===== src/rtl/gmux_seq_pkg.sv =====
`default_nettype none
// ============================================================================
// Module      : gmux_seq_pkg
// Description : Shared state encoding and defaults for the GMUX select
//               sequencer.
// Revision    : 1.0 - initial release
// ============================================================================
package gmux_seq_pkg;

  // Default width of the gate/settle down-counter
  localparam int CNT_W_DEF = 8;

  // Sequencer state encoding
  localparam logic [1:0] c_IDLE   = 2'd0;
  localparam logic [1:0] c_DRAIN  = 2'd1;
  localparam logic [1:0] c_SETTLE = 2'd2;
  localparam logic [1:0] c_DONE   = 2'd3;

endpackage : gmux_seq_pkg
`default_nettype wire


===== src/rtl/gmux_seq_cnt.sv =====
`default_nettype none
// ============================================================================
// Module      : gmux_seq_cnt
// Description : Loadable down-counter with a zero flag. Holds at zero until
//               reloaded.
// Revision    : 1.0 - initial release
// ============================================================================
module gmux_seq_cnt
  import gmux_seq_pkg::*;
#(
  parameter int CNT_W = CNT_W_DEF
) (
  input  logic             clk,
  input  logic             reset,
  input  logic             i_load,
  input  logic [CNT_W-1:0] i_load_val,
  input  logic             i_dec,
  output logic             o_zero
);

  logic [CNT_W-1:0] r_cnt;

  // Load takes priority over decrement; never wraps below zero
  always_ff @(posedge clk or posedge reset) begin
    if (reset) begin
      r_cnt <= '0;
    end else if (i_load) begin
      r_cnt <= i_load_val;
    end else if (i_dec && (r_cnt != '0)) begin
      r_cnt <= r_cnt - 1'b1;
    end
  end

  assign o_zero = (r_cnt == '0);

endmodule : gmux_seq_cnt
`default_nettype wire


===== src/rtl/gmux_sel_seq.sv =====
`default_nettype none
// ============================================================================
// Module      : gmux_sel_seq
// Description : Glitch-safe select sequencer for a global clock mux. Gates
//               the downstream enable, drains, flips the select, settles,
//               re-enables and acknowledges.
// Revision    : 1.0 - initial release
// ============================================================================
module gmux_sel_seq
  import gmux_seq_pkg::*;
#(
  parameter int   GATE_CYCLES   = 4,
  parameter int   SETTLE_CYCLES = 8,
  parameter int   CNT_W         = CNT_W_DEF,
  parameter logic SEL_RESET     = 1'b0
) (
  input  logic clk,
  input  logic reset,
  input  logic req,
  input  logic req_sel,
  input  logic err_clr,
  output logic sel,
  output logic clk_en,
  output logic busy,
  output logic ack,
  output logic err
);

  // Counter reload values: the counted state lasts (value + 1) cycles
  localparam logic [CNT_W-1:0] c_GATE_LD   = CNT_W'(GATE_CYCLES - 1);
  localparam logic [CNT_W-1:0] c_SETTLE_LD = CNT_W'(SETTLE_CYCLES - 1);

  logic [1:0]       r_state;
  logic [1:0]       w_next;
  logic             r_tgt;
  logic             r_sel;
  logic             r_clk_en;
  logic             r_busy;
  logic             r_ack;
  logic             r_err;

  logic             w_zero;
  logic             w_load;
  logic [CNT_W-1:0] w_load_val;
  logic             w_dec;
  logic             w_tgt_ld;
  logic             w_sel_upd;
  logic             w_clk_en_d;
  logic             w_busy_d;
  logic             w_ack_d;
  logic             w_err_set;

  gmux_seq_cnt #(
    .CNT_W (CNT_W)
  ) u_cnt (
    .clk        (clk),
    .reset      (reset),
    .i_load     (w_load),
    .i_load_val (w_load_val),
    .i_dec      (w_dec),
    .o_zero     (w_zero)
  );

  // State register
  always_ff @(posedge clk or posedge reset) begin
    if (reset) begin
      r_state <= c_IDLE;
    end else begin
      r_state <= w_next;
    end
  end

  // Next-state: a request matching the current select short-cuts to DONE
  always_comb begin
    w_next = r_state;
    case (r_state)
      c_IDLE: begin
        if (req) begin
          w_next = (req_sel == r_sel) ? c_DONE : c_DRAIN;
        end
      end
      c_DRAIN:  if (w_zero) w_next = c_SETTLE;
      c_SETTLE: if (w_zero) w_next = c_DONE;
      c_DONE:   w_next = c_IDLE;
      default:  w_next = c_IDLE;
    endcase
  end

  // Datapath controls and next values of the registered outputs
  always_comb begin
    w_load     = 1'b0;
    w_load_val = '0;
    w_dec      = 1'b0;
    w_tgt_ld   = 1'b0;
    w_sel_upd  = 1'b0;
    case (r_state)
      c_IDLE: begin
        if (req) begin
          w_tgt_ld = 1'b1;
          if (req_sel != r_sel) begin
            w_load     = 1'b1;
            w_load_val = c_GATE_LD;
          end
        end
      end
      c_DRAIN: begin
        if (w_zero) begin
          w_sel_upd  = 1'b1;
          w_load     = 1'b1;
          w_load_val = c_SETTLE_LD;
        end else begin
          w_dec = 1'b1;
        end
      end
      c_SETTLE: w_dec = !w_zero;
      default: ;
    endcase
    w_clk_en_d = !((w_next == c_DRAIN) || (w_next == c_SETTLE));
    w_busy_d   = (w_next != c_IDLE);
    w_ack_d    = (w_next == c_DONE);
    // A changed select while a sequence is in flight is a protocol error
    w_err_set  = r_busy && req && (req_sel != r_tgt);
  end

  // Output and target registers; select moves only on leaving DRAIN
  always_ff @(posedge clk or posedge reset) begin
    if (reset) begin
      r_tgt    <= SEL_RESET;
      r_sel    <= SEL_RESET;
      r_clk_en <= 1'b1;
      r_busy   <= 1'b0;
      r_ack    <= 1'b0;
      r_err    <= 1'b0;
    end else begin
      if (w_tgt_ld)  r_tgt <= req_sel;
      if (w_sel_upd) r_sel <= r_tgt;
      r_clk_en <= w_clk_en_d;
      r_busy   <= w_busy_d;
      r_ack    <= w_ack_d;
      if (w_err_set)    r_err <= 1'b1;
      else if (err_clr) r_err <= 1'b0;
    end
  end

  assign sel    = r_sel;
  assign clk_en = r_clk_en;
  assign busy   = r_busy;
  assign ack    = r_ack;
  assign err    = r_err;

endmodule : gmux_sel_seq
`default_nettype wire


===== config.mk =====
export PLATFORM = sky130hd
export DESIGN_NAME = gmux_sel_seq
export DESIGN_NICKNAME = d
export VERILOG_FILES = /design/src/rtl/gmux_seq_pkg.sv /design/src/rtl/gmux_seq_cnt.sv /design/src/rtl/gmux_sel_seq.sv
export SDC_FILE = /design/constraint.sdc
export NUM_CORES = 1
export LEC_CHECK = 0
export ABC_AREA = 1
export BUFFER_PORTS_ARGS = -buffer_cell sky130_fd_sc_hd__buf_4
export CAP_MARGIN = 10
export CORE_ASPECT_RATIO = 1.4
export CORE_MARGIN = 4
export CORE_UTILIZATION = 33
export CTS_CLUSTER_SIZE = 40
export DETAILED_ROUTE_END_ITERATION = 10
export PLACE_DENSITY = 0.59
export SYNTH_ARGS = -nofsm -noshare
export SYNTH_HDL_FRONTEND = slang
export SYNTH_SLANG_ARGS = --single-unit

===== constraint.sdc =====
create_clock -name clk -period 1.8 [get_ports clk]
set_input_delay 0.18 -clock clk [delete_from_list [all_inputs] [get_ports clk]]
set_output_delay 0.18 -clock clk [all_outputs]
set_load 0.02 [all_outputs]

==> flow_summary.toml <==
[detailed_routing]
drtAntennaViolNets = 0
drc = 0
drt_iter0_drc = 12
vias = 834
avgViaCountPerCell = 4.56
wl_per_cell_um = 10.7
first_pass_iters = 4
wl_um = 1960

[sta]
tns_ns = 0
max_slew_margin = 0.573
timing.final.max_slew_violations = 0
hold_viol = 0
post-route-period-util = 0.898
worst-slew-pin-transition_ns = 0.640
setup_viol = 0
timing.final.ws_setup_ns = 0.183
skew_ns = 0.00252
grt_setup_unrepaired = "false"
fin_crit_ns = 1.62
max_freq_mhz = 618

[logic_synthesis]
avgSynthCellArea_sq_um = 7.76
synth_warnings = 0
syn_area_sq_um = 1020
synth_top_area_cell = "dfrtp_1"
synthTopCellsByArea = "dfrtp_1 37%, nand2_1 11%, inv_1 8.1%"
synthCells = 132
ys_seq_area_frac = 0.392
ys_types = 21
ys_seq_elements = 16
synth.net_count = 142
netlist.area_leader.share = 0.366

[floorplan]
die_area_sq_um = 4070
ios = 10
start_util = 0.349
rows = 23
die_h_um = 73.9
dieWidth_um = 55.1
core-area_sq_um = 2940

[finish]
mostFrequentLayoutCells = "29 x nand2_1, 22 x inv_1, 15 x dfrtp_1"
n_antenna_cell = 0
fillers = 330
finalCoreUtilization = 0.411
design_area_sq_um = 1210
drive_above_1_share = 0.240
syn_to_final_growth_pct = 17.7
num-nets-final = 157
final_common_cell = "nand2_1"

[flow_run]
drv_cap = 0

[hold_path]
hp-class = "input port to asynchronous set/reset pin"

[worst_setup_path]
critPathLaunchType = "register"
cp-end-kind = "register"
critical_path.max_fanout = 5
critPathKind = "register to register"
r2r_setup_slack_ns = 0.18
r2r_cells = 10
r2r-end = "clk_en$_DFF_PP1_"
arrival_ns = 1.82
regToRegStartpoint = "u_cnt.r_cnt[0]$_DFFE_PP0P_"
cp.required_ns = 2.00

[placement]
dp_slack_ns = 0.175
dpl_cell_area_sq_um = 1150
port_buffers = 9
place_congestion = 0.805
post-dp-hpwl_um = 1520

[global_route]
grt_pass1_wl_um = 3620
grt.total_usage = 0.123
grt_max_degree = 17
antenna_found_initial = 0
grt_pass1_vias = 855
overflow = 0

[power_and_ir_drop]
vdd_drop_max_v = 0.000939
power.density_nw_per_um2 = 1900
leakagePower_uw = 0.000664

[status]
status = "finished, final reports clean"

[cts]
numCtsBuffers = 3
cts.htree.levels = 1
clk_latency_ns = 0.25
cts_sinks = 16
tritoncts = "built"
cts-root-buf = "clkbuf_8"
cts_buffer_depth = 2
clkTransAtPathRegs_ns = 0.06
postCtsHoldBufs = 0
post_cts_buffers = 0
[area by class of cell]
type,count,area [sq um],area share
Clock buffer,4,55.1,0.0456
Inverter,26,97.6,0.0809
Multi-Input combinational cell,90,531,0.440
Sequential cell,16,402,0.333
Tap cell,37,46.3,0.0384
Timing Repair Buffer,10,75.1,0.0622
[flip-flops by register name, summed over array words and instances, names as in the netlist]
name,flops
clk_en,1
sel,1
busy,1
r_tgt,1
err,1
r_state,2
u_cnt.r_cnt,8
ack,1
[per-layer routing]
layer,vias to the layer above,share of wire,track usage
met5,-,0,0
met3,6,0.030,0.0261
li1,436,-,-
met4,0,0.033,0.0811
met2,13,0.54,0.205
met1,379,0.39,0.137
[cell families (layout without fill, tap and decap cells)]
kind of cell / Yosys count / in the layout / share of synthesized area
simple gates: 71 / 71 / 0.361
buf+inv: 26 / 40 / 0.0952
flops: 16 / 16 / 0.392
compound gates: 13 / 13 / 0.0818
fa+ha+maj: 5 / 5 / 0.0611
xor+xnor: 1 / 1 / 0.00855
[synth_stat cells (all sizes together)]
master	count
o211ai	2
dfrtp	15
o21ai	6
nand4	4
nor2	20
dfstp	1
ha	5
inv	26
nor3	1
nand3	10
nand2	36
a21oi	4
o21bai	1
xnor2	1
[how the worst max path moves through the flow]
| stage | cells after the start | end | slack (ns) | from |
|---|---|---|---|---|
| 6_report | 10 | clk_en$_DFF_PP1_ | 0.18 | u_cnt.r_cnt[0]$_DFFE_PP0P_ |
| 5_1_grt | 10 | clk_en$_DFF_PP1_ | 0.003 | u_cnt.r_cnt[0]$_DFFE_PP0P_ |
| 4_1_cts | 10 | clk_en$_DFF_PP1_ | 0.16 | u_cnt.r_cnt[0]$_DFFE_PP0P_ |
| 3_5_place_dp | 9 | clk_en$_DFF_PP1_ | 0.18 | r_state[0]$_DFF_PP0_ |
| 3_3_place_gp | 10 | clk_en$_DFF_PP1_ | 0.21 | u_cnt.r_cnt[0]$_DFFE_PP0P_ |
| 2_1_floorplan | 10 | clk_en$_DFF_PP1_ | 0.26 | u_cnt.r_cnt[0]$_DFFE_PP0P_ |
[power by group]
part	total, uW	internal [uW]	switching (uW)
registers	653	529	125
logic	1320	495	824
clock network	320	194	126
total	2290	1220	1070
[critical path: stages, from the launching register on]
cell and delay (ns):
dfrtp_1 0.38, inv_1 0.11, ha_1 0.19, nand2_2 0.12
nor2_8 0.16, nand2_2 0.11, nand2_1 0.08, nand2_1 0.08
inv_1 0.07, ha_1 0.22, inv_1 0.06
[timing repair]
action                                  4_1_cts  5_1_grt
resized for setup                             0        2
endpoints found under the setup margin        0        1
hold endpoints to repair                      0        0
[metrics by stage]
stage,hold slack (ns),instances,power [uW]
after global routing,0.0607,183,2550
final,0.0128,183,2290
after CTS,0.0330,183,2320
after global placement,0.300,179,1950
after floorplan,0.0930,132,1680
after detailed placement,0.315,179,1980
Power figures use the tool's default switching activity.
